==> src/rtl/gfx_cmd_decode_engine_if.sv <==
// gfx_cmd_decode_engine_if: command FIFO byte input and draw descriptor output bundle
interface gfx_cmd_decode_engine_if #(
  parameter int COORD_BYTES = 2,
  parameter int COLOR_BITS  = 4
);
  localparam int CW = 8 * COORD_BYTES;
  logic                  cmd_fifo_rts;
  logic [7:0]            cmd_fifo_data;
  logic                  cmd_fifo_rtr;
  logic                  cmd_valid;
  logic                  cmd_ready;
  logic [1:0]            cmd_op;
  logic [CW-1:0]         cmd_origx;
  logic [CW-1:0]         cmd_origy;
  logic [CW-1:0]         cmd_wid;
  logic [CW-1:0]         cmd_hgt;
  logic [COLOR_BITS-1:0] cmd_rval;
  logic [COLOR_BITS-1:0] cmd_gval;
  logic [COLOR_BITS-1:0] cmd_bval;
  logic                  err_illegal_op;
  logic                  busy;
  modport master (
    input  cmd_fifo_rts, cmd_fifo_data, cmd_ready,
    output cmd_fifo_rtr, cmd_valid, cmd_op, cmd_origx, cmd_origy, cmd_wid, cmd_hgt,
           cmd_rval, cmd_gval, cmd_bval, err_illegal_op, busy
  );
  modport slave (
    output cmd_fifo_rts, cmd_fifo_data, cmd_ready,
    input  cmd_fifo_rtr, cmd_valid, cmd_op, cmd_origx, cmd_origy, cmd_wid, cmd_hgt,
           cmd_rval, cmd_gval, cmd_bval, err_illegal_op, busy
  );
endinterface

==> src/rtl/gfx_cmd_decode_engine.sv <==
// gfx_cmd_decode_engine: byte-serial graphics command decoder into a one-deep descriptor register
module gfx_cmd_decode_engine #(
  parameter int COORD_BYTES = 2,
  parameter int COLOR_BITS  = 4
) (
  input logic clk,
  input logic rst,
  gfx_cmd_decode_engine_if.master io_bus
);
  localparam int CW = 8 * COORD_BYTES;
  typedef enum logic [1:0] {S_OPCODE, S_FIELD, S_HOLD} state_t;
  state_t                r_state, w_next;
  logic [1:0]            r_op, r_bcnt, r_cop;
  logic [2:0]            r_fld, w_fld_next;
  logic [CW-1:0]         r_sx, r_sy, r_sw, r_sh, r_cx, r_cy, r_cw, r_ch;
  logic [COLOR_BITS-1:0] r_sr, r_sg, r_sb, r_cr, r_cg, r_cb;
  logic                  r_valid, r_err;
  logic                  w_xfc, w_legal, w_op_go, w_fld_end, w_last, w_free, w_hold_go, w_load;
  logic [7:0]            w_d;
  function automatic logic [CW-1:0] shift_in(input logic [CW-1:0] v, input logic [7:0] b);
    logic [CW+7:0] t;
    t = {v, b};
    return t[CW-1:0];
  endfunction
  assign w_d        = io_bus.cmd_fifo_data;
  assign w_xfc      = io_bus.cmd_fifo_rts && r_state != S_HOLD;
  assign w_legal    = w_d inside {8'h01, 8'h02, 8'h03};
  assign w_op_go    = r_state == S_OPCODE && w_xfc && w_legal;
  assign w_fld_end  = r_fld >= 3'd4 || r_bcnt == 2'(COORD_BYTES - 1);
  assign w_fld_next = (r_fld == 3'd2 && r_op == 2'd2) ? 3'd4 : r_fld + 3'd1;
  assign w_last     = r_state == S_FIELD && w_xfc && r_fld == 3'd6;
  assign w_free     = !r_valid || io_bus.cmd_ready;
  assign w_hold_go  = r_state == S_HOLD && w_free;
  always_comb begin
    w_load = (w_last && w_free) || w_hold_go;
    w_next = w_op_go ? S_FIELD : w_last ? (w_free ? S_OPCODE : S_HOLD) : w_hold_go ? S_OPCODE : r_state;
  end
  always_ff @(posedge clk or posedge rst) begin
    if (rst) r_state <= S_OPCODE;
    else     r_state <= w_next;
  end
  always_ff @(posedge clk or posedge rst) begin
    if (rst) begin
      {r_op, r_bcnt, r_fld, r_sx, r_sy, r_sw, r_sh, r_sr, r_sg, r_sb} <= '0;
      {r_cop, r_cx, r_cy, r_cw, r_ch, r_cr, r_cg, r_cb, r_valid, r_err} <= '0;
    end else begin
      r_err <= r_state == S_OPCODE && w_xfc && !w_legal;
      if (w_op_go) begin
        r_op   <= w_d[1:0];
        r_fld  <= w_d[1:0] == 2'd3 ? 3'd4 : 3'd0;
        r_bcnt <= '0;
        {r_sx, r_sy, r_sw, r_sh, r_sr, r_sg, r_sb} <= '0;
      end else if (r_state == S_FIELD && w_xfc) begin
        r_bcnt <= w_fld_end ? 2'd0 : r_bcnt + 2'd1;
        if (w_fld_end) r_fld <= w_fld_next;
        if (r_fld == 3'd0) r_sx <= shift_in(r_sx, w_d);
        if (r_fld == 3'd1) r_sy <= shift_in(r_sy, w_d);
        if (r_fld == 3'd2) r_sw <= shift_in(r_sw, w_d);
        if (r_fld == 3'd3) r_sh <= shift_in(r_sh, w_d);
        if (r_fld == 3'd4) r_sr <= w_d[COLOR_BITS-1:0];
        if (r_fld == 3'd5) r_sg <= w_d[COLOR_BITS-1:0];
        if (r_fld == 3'd6) r_sb <= w_d[COLOR_BITS-1:0];
      end
      // a load straight from FIELD carries the blue byte on the bus, not yet in staging
      if (w_load) begin
        r_valid <= 1'b1;
        r_cop   <= r_op;
        r_cx    <= r_op == 2'd3 ? '0 : r_sx;
        r_cy    <= r_op == 2'd3 ? '0 : r_sy;
        r_cw    <= r_op == 2'd3 ? '1 : r_sw;
        r_ch    <= r_op == 2'd3 ? '1 : r_op == 2'd2 ? CW'(1) : r_sh;
        r_cr    <= r_sr;
        r_cg    <= r_sg;
        r_cb    <= r_state == S_FIELD ? w_d[COLOR_BITS-1:0] : r_sb;
      end else if (io_bus.cmd_ready) begin
        r_valid <= 1'b0;
      end
    end
  end
  assign io_bus.cmd_fifo_rtr   = r_state != S_HOLD;
  assign io_bus.cmd_valid      = r_valid;
  assign io_bus.cmd_op         = r_cop;
  assign io_bus.cmd_origx      = r_cx;
  assign io_bus.cmd_origy      = r_cy;
  assign io_bus.cmd_wid        = r_cw;
  assign io_bus.cmd_hgt        = r_ch;
  assign io_bus.cmd_rval       = r_cr;
  assign io_bus.cmd_gval       = r_cg;
  assign io_bus.cmd_bval       = r_cb;
  assign io_bus.err_illegal_op = r_err;
  assign io_bus.busy           = r_state != S_OPCODE;
endmodule

==> src/flat_wrapper.sv <==
// flat-port wrapper written by rule: the top's interface ports become plain ports
module gfx_cmd_decode_engine_flat 
#(
  parameter int COORD_BYTES = 2,
  parameter int COLOR_BITS  = 4
)
  (clk, rst, io_bus_cmd_fifo_rts, io_bus_cmd_fifo_data, io_bus_cmd_ready, io_bus_cmd_fifo_rtr, io_bus_cmd_valid, io_bus_cmd_op, io_bus_cmd_origx, io_bus_cmd_origy, io_bus_cmd_wid, io_bus_cmd_hgt, io_bus_cmd_rval, io_bus_cmd_gval, io_bus_cmd_bval, io_bus_err_illegal_op, io_bus_busy);
  gfx_cmd_decode_engine_if #(.COORD_BYTES(COORD_BYTES), .COLOR_BITS(COLOR_BITS)) io_bus_i ();
  input logic clk;
  input logic rst;
  input wire logic [$bits(io_bus_i.cmd_fifo_rts)-1:0] io_bus_cmd_fifo_rts;
  input wire logic [$bits(io_bus_i.cmd_fifo_data)-1:0] io_bus_cmd_fifo_data;
  input wire logic [$bits(io_bus_i.cmd_ready)-1:0] io_bus_cmd_ready;
  output wire logic [$bits(io_bus_i.cmd_fifo_rtr)-1:0] io_bus_cmd_fifo_rtr;
  output wire logic [$bits(io_bus_i.cmd_valid)-1:0] io_bus_cmd_valid;
  output wire logic [$bits(io_bus_i.cmd_op)-1:0] io_bus_cmd_op;
  output wire logic [$bits(io_bus_i.cmd_origx)-1:0] io_bus_cmd_origx;
  output wire logic [$bits(io_bus_i.cmd_origy)-1:0] io_bus_cmd_origy;
  output wire logic [$bits(io_bus_i.cmd_wid)-1:0] io_bus_cmd_wid;
  output wire logic [$bits(io_bus_i.cmd_hgt)-1:0] io_bus_cmd_hgt;
  output wire logic [$bits(io_bus_i.cmd_rval)-1:0] io_bus_cmd_rval;
  output wire logic [$bits(io_bus_i.cmd_gval)-1:0] io_bus_cmd_gval;
  output wire logic [$bits(io_bus_i.cmd_bval)-1:0] io_bus_cmd_bval;
  output wire logic [$bits(io_bus_i.err_illegal_op)-1:0] io_bus_err_illegal_op;
  output wire logic [$bits(io_bus_i.busy)-1:0] io_bus_busy;
  assign io_bus_i.cmd_fifo_rts = io_bus_cmd_fifo_rts;
  assign io_bus_i.cmd_fifo_data = io_bus_cmd_fifo_data;
  assign io_bus_i.cmd_ready = io_bus_cmd_ready;
  assign io_bus_cmd_fifo_rtr = io_bus_i.cmd_fifo_rtr;
  assign io_bus_cmd_valid = io_bus_i.cmd_valid;
  assign io_bus_cmd_op = io_bus_i.cmd_op;
  assign io_bus_cmd_origx = io_bus_i.cmd_origx;
  assign io_bus_cmd_origy = io_bus_i.cmd_origy;
  assign io_bus_cmd_wid = io_bus_i.cmd_wid;
  assign io_bus_cmd_hgt = io_bus_i.cmd_hgt;
  assign io_bus_cmd_rval = io_bus_i.cmd_rval;
  assign io_bus_cmd_gval = io_bus_i.cmd_gval;
  assign io_bus_cmd_bval = io_bus_i.cmd_bval;
  assign io_bus_err_illegal_op = io_bus_i.err_illegal_op;
  assign io_bus_busy = io_bus_i.busy;
  gfx_cmd_decode_engine #(.COORD_BYTES(COORD_BYTES), .COLOR_BITS(COLOR_BITS)) u_core (.clk(clk), .rst(rst), .io_bus(io_bus_i));
endmodule
==> config.mk <==
export PLATFORM = sky130hd
export DESIGN_NAME = gfx_cmd_decode_engine_flat
export DESIGN_NICKNAME = d
export VERILOG_FILES = /design/src/rtl/gfx_cmd_decode_engine_if.sv /design/src/rtl/gfx_cmd_decode_engine.sv /design/src/flat_wrapper.sv
export SDC_FILE = /design/constraint.sdc
export NUM_CORES = 1
export LEC_CHECK = 0
export ABC_AREA = 1
export CAP_MARGIN = 5
export CORE_MARGIN = 2
export CORE_UTILIZATION = 40
export DETAILED_ROUTE_END_ITERATION = 7
export GPL_TIMING_DRIVEN = 0
export SYNTH_ARGS = -nofsm -noshare
export SYNTH_HDL_FRONTEND = slang
export SYNTH_SLANG_ARGS = --single-unit
==> constraint.sdc <==
create_clock -name clk -period 14.4 [get_ports clk]
set_input_delay 2.88 -clock clk [delete_from_list [all_inputs] [get_ports clk]]
set_output_delay 2.88 -clock clk [all_outputs]
set_load 0.005 [all_outputs]
==> impl_metrics.ini, run 1 <==
[synth]
synth_area_leaders = dfrtp_1 59%, nand3_1 11%, nand2_1 7.3%, nor2_1 5.3%, inv_1 2.7%
async_flop_share = 1.00
synth_fa_ha_area_frac = 0.0107
avgSynthCellArea_um2 = 8.97
synth-simple-area-share = 0.253
ys.flop_type = dfrtp_1
yosysMostFrequentCell = dfrtp_1
yosys_register_bits = 165
synthMuxAreaShare = 0
synth_commonest_cells = 165 x dfrtp_1, 156 x nand3_1, 137 x nand2_1, 98 x nor2_1, 50 x inv_1
yosysSeqAreaShare = 0.590
synth_edf_count = 0
synth_top_family_by_area = simple AND/OR/NAND/NOR gates
netlist.area_leader.share = 0.590
synthDistinctLibCells = 26
syn_inst = 780
syn_area_um2 = 7000
yosysTopAreaCell = dfrtp_1
yosysWarnings = 0
syn-num-nets = 798
synth_xor_area_frac = 0
synth-compound-area-share = 0.0752

[floorplan]
ios = 94
coreArea_um2 = 17200
die-area_um2 = 18600
die_h_um = 136
start_util = 0.408
std_cell_rows = 48
dieWidth_um = 136

[worst_setup_path]
arrival_ps = 1520
worstPathRequired_ps = 11520
worstReg2RegEnd = u_core.io_bus.cmd_wid[3]
r2r_slack_ps = 12480
critPathMaxFanout = 4
cp-end-kind = output port
worstSetupStartpointType = flip-flop
r2r_start = u_core.r_fld[0]
path_class = reg2out
r2r_cells = 9

[power]
power.density_nw_per_um2 = 206
pwr-share-comb = 0.331
clock_power_share = 0.250
net-switching-power_uw = 591
internal_power_uw = 1230
p_leak_uw = 0.00432
seqPwrFrac = 0.419
max-vdd-ir-drop_v = 0.0000934
switching_share = 0.324

[timing]
fin_crit_sh = 0.305
worstMarginPinSlew_ps = 643
tns_ps = 0
slew_violations = 0
period_needed_ps = 4400
fin_skew_ps = 11.5
slew_headroom = 0.572
setup_viol = 0
setup_ws_ps = 10000
rsz0062_at_grt = no
hold_violations = 0
max_freq_mhz = 227

[finish]
drive_above_1_share = 0.0905
post-route-util = 0.514
final_area_um2 = 8840
n_antenna_cell = 0
fin_nets = 911
area_growth_pct = 26.2
stdcell_count = 1131

[drt]
ant_nets = 0
dr.pass1.iters = 5
avgViaCountPerCell = 5.01
drt-total-wl_um = 18100
wire_per_inst_um = 16.0
num_vias = 5661
drc = 0
drtIter0Drc = 549

[grt]
grt_pass1_wl_um = 29400
grt_max_degree = 125
antenna_found_initial = 0
track_usage = 0.208
first_global_vias = 5410
grt-ovfl-total = 0

[placed_design]
gp_congestion = 0.834
placed_cells = 1099
dpl_worst_slack_ps = 9640
dp_hpwl_um = 12500
io_buffers = 93
placed_cell_area_um2 = 8250

[clock_tree]
cts_tree = built
numCtsBuffers = 17
clk_pin_slew_ps = 60
cts_setup_buffers = 0
clk_path_buf_depth = 2
postCtsHoldBufs = 0
cts_resized = 0
root_buffer = clkbuf_16
htreeDepth = 4
cts_sinks = 165
clk_latency_ps = 430

[run_status]
status = complete, no violations

[min_path]
hold_class = reg2reg
worstHoldPathCells = 2
hold_end = u_core.io_bus.cmd_gval[1]
hold_start = u_core.r_sg[1]

[flow_run]
max_cap_violations = 0
cells by family after synthesis:
family / count (synthesis)
adder cells (fa/ha/maj): 6
flip-flops: 165
AND/OR/NAND/NOR: 404
buffers and inverters: 107
AO/OA/AOI/OAI: 98
layout make-up:
cell class              count  area, um2
repair buffers             94        958
plain buffers              49        279
flip-flops and latches    165       4130
clock inverters             8       97.6
fillers                  1648       8340
clock buffers              24        492
well taps                 225        282
multi-input cells         508       2370
inverters                  58        225
per-stage QoR:
step / hold slack (ps) / total power, uW
6_report: 490 / 1820
5_1_grt: 509 / 1950
4_1_cts: 493 / 1840
3_5_place_dp: 478 / 1380
3_3_place_gp: 459 / 1370
2_1_floorplan: 443 / 1090
sequential cells by signal (all words and copies together), names as in the netlist, 16 cells and up:
signal                   count
u_core.io_bus.cmd_origx     16
u_core.r_sy                 16
u_core.io_bus.cmd_hgt       16
u_core.r_sh                 16
u_core.io_bus.cmd_wid       16
u_core.r_sx                 16
u_core.r_sw                 16
u_core.io_bus.cmd_origy     16
cell usage in the layout (no fill, tap or decap), types with 6 or more instances in the layout:
master and instances:
dfrtp_1 165, nand3_1 156, nand2_1 137, nor2_1 98, clkdlybuf4s50_1 93, inv_1 49, a21oi_1 36, o21ai_0 29
buf_2 22, o21ai_1 17, clkbuf_16 17, clkbuf_1 16, o211ai_1 9, buf_4 8, inv_2 6, ha_1 6
power groups by stage:
stage | sequential (uW) | clock, uW | combinational [uW]
CTS | 765 | 459 | 612
finish | 765 | 455 | 604
detailed placement | 773 | 0 | 607
floorplan | 756 | 0 | 333
global route | 787 | 480 | 686
global placement | 771 | 0 | 598
worst max-delay path by stage:
stage,startpoint,endpoint,cells after the start
3_3_place_gp,rst,u_core.io_bus.cmd_origx[5],2
6_report,u_core.r_state[1],io_bus_busy,3
3_5_place_dp,io_bus_cmd_fifo_data[3],u_core.r_sr[0],8
4_1_cts,u_core.r_state[0],io_bus_busy,3
5_1_grt,u_core.r_state[1],io_bus_busy,3
2_1_floorplan,rst,u_core.io_bus.cmd_bval[0],1
critical path, stage by stage, from the launching register on:
cell	delay (ps)
dfrtp_1	370
inv_2	70
nand2_1	130
clkdlybuf4s50_1	520
per-layer routing:
layer | routed length [um] | up-vias | global-route usage
met2 | 8030 | 127 | 0.302
met5 | 0 | - | 0
met4 | 243 | 0 | 0.0666
li1 | - | 2799 | -
met3 | 803 | 17 | 0.0332
met1 | 9050 | 2718 | 0.317
No activity file was read; power rests on OpenSTA's default activity.
==> inputs of run 2 (changes only) <==
- clock period: 14.4 -> 3.84 ns (I/O delays scaled with it)
==> run 2 against run 1 <==
Die area is the same. Via count down 0.35%. Final cell count barely moved. Worst hold slack got worse by 9.7 ps. Clock skew decreased by 6.0 ps. Sequential power grew to 3.8 times the previous value. Non-clock buffer count is 3 higher. Flip-flop and latch count did not move. Wire length grew 0.93%. Combinational power rose to 3.8 times the previous value. Count of clock-buffer cells in the layout is 2 higher.
==> impl_metrics.ini, run 2 (synthesis gave the netlist of run 1 again) <==
[placed_design]
io_buffers = 93
dp_hpwl_um = 12800
gp_congestion = 0.878

[drt]
dr.pass1.iters = 5
drc = 0
drt-total-wl_um = 18300
wire_per_inst_um = 16.2
ant_nets = 0
avgViaCountPerCell = 4.98
num_vias = 5641
drtIter0Drc = 442

[worst_setup_path]
critPathMaxFanout = 3
cp_slowest_cell = clkdlybuf4s50_1
cp-end-kind = output port
worstPathRequired_ps = 3070
path_class = reg2out
slowest_delay_ps = 520
crit_buf_inv = 2
arrival_ps = 1520
worstSetupStartpointType = flip-flop
crit_family = buffers and inverters
cp_cell_sequence = inv_2 -> nand2_1 -> clkdlybuf4s50_1

[timing]
period_needed_ps = 2280
slew_violations = 0
worstMarginPinSlew_ps = 609
rsz0062_at_grt = no
setup_viol = 0
holdWs_ps = 480
hold_violations = 0
tns_ps = 0
max_freq_mhz = 438
slew_headroom = 0.593
fin_skew_ps = 5.49
fin_crit_sh = 0.595

[clock_tree]
clk_latency_ps = 430
htreeDepth = 4
cts_setup_buffers = 0
cts_sinks = 165
numCtsBuffers = 17
clk_pin_slew_ps = 60
root_buffer = clkbuf_16
cts_resized = 0
postCtsHoldBufs = 0
clk_path_buf_depth = 2
cts_tree = built

[flow_run]
max_cap_violations = 0

[power]
p_leak_uw = 0.00434
net-switching-power_uw = 2190
switching_share = 0.321
clock_power_share = 0.245
internal_power_uw = 4630
seqPwrFrac = 0.421
pwr-share-comb = 0.333
power.density_nw_per_um2 = 769
max-vdd-ir-drop_v = 0.000376

[grt]
grt_pass1_wl_um = 29900
grt_max_degree = 42
first_global_vias = 5472
track_usage = 0.211
antenna_found_initial = 0
grt-ovfl-total = 0

[floorplan]
dieWidth_um = 136
ios = 94
std_cell_rows = 48
die_h_um = 136
start_util = 0.408
coreArea_um2 = 17200
die-area_um2 = 18600

[finish]
final_common_cell = dfrtp_1
fin_nets = 914
mostFrequentLayoutCells = 165 x dfrtp_1, 156 x nand3_1, 137 x nand2_1
post-route-util = 0.516
drive_above_1_share = 0.0893
n_antenna_cell = 0
area_growth_pct = 26.6

[run_status]
status = complete, no violations

[min_path]
hold_class = reg2reg
run 2: cell count changes in the layout (fill, tap and decap cells not counted), sizes merged:
cell / before / now
clkbuf: 37 / 39
buf: 37 / 40
inv: 56 / 55
clkinvlp: 3 / 1
clkinv: 5 / 4
run 2: per-stage QoR:
stage	worst slack [ps]	instance area, um2	total power [uW]	instances
after detailed placement	1230	8300	5190	1102
after CTS	1530	8870	6870	1132
final	1560	8870	6820	1132
after global routing	1460	8870	7320	1132
after global placement	-503	8220	5140	1098
after floorplan	973	7000	4080	780
run 2: power by group through the flow:
stage	Clock (uW)	Sequential (uW)	Combinational, uW
finish	1670	2870	2270
global route	1770	2970	2580
CTS	1690	2880	2310
detailed placement	0	2910	2290
global placement	0	2890	2240
floorplan	0	2840	1250
run 2: area by class of cell:
type	count	area, um2
repair buffers	97	1010
flip-flops and latches	165	4130
clock inverters	4	70.1
multi-input cells	508	2370
inverters	58	221
plain buffers	49	279
fillers	1688	8310
well taps	225	282
clock buffers	26	499
run 2: routing by layer:
metal / GRT usage / vias to the layer above / share of wire
met5: 0 / - / 0
met4: 0.0793 / 0 / 0.020
met3: 0.0373 / 26 / 0.042
met2: 0.305 / 138 / 0.45
met1: 0.314 / 2702 / 0.49
li1: - / 2775 / -
run 2: path summary, 6_finish.rpt:
check                                   from                          end  slack (ps)  depth (start not counted)
setup reg to reg             u_core.r_fld[0]   u_core.io_bus.cmd_origy[6]        1890                         10
min in group asynchronous                rst  u_core.io_bus.cmd_origy[10]         770                          2
setup / recovery           u_core.r_state[0]                  io_bus_busy        1560                          3
hold / removal                u_core.r_sg[1]    u_core.io_bus.cmd_gval[1]         480                          2
max in group asynchronous                rst               u_core.r_sw[4]        2190                          4
hold reg to reg               u_core.r_sg[1]    u_core.io_bus.cmd_gval[1]         480                          2
run 2: worst register-to-register path, stage by stage, from the launching register on:
cell     delay (ps)
dfrtp_1         430
inv_1           100
ha_1            180
nand2_1         120
nor2_4          150
nand2_2         190
nand2_4         160
buf_6           190
buf_6           170
nand3_1         110
nand2_1          90
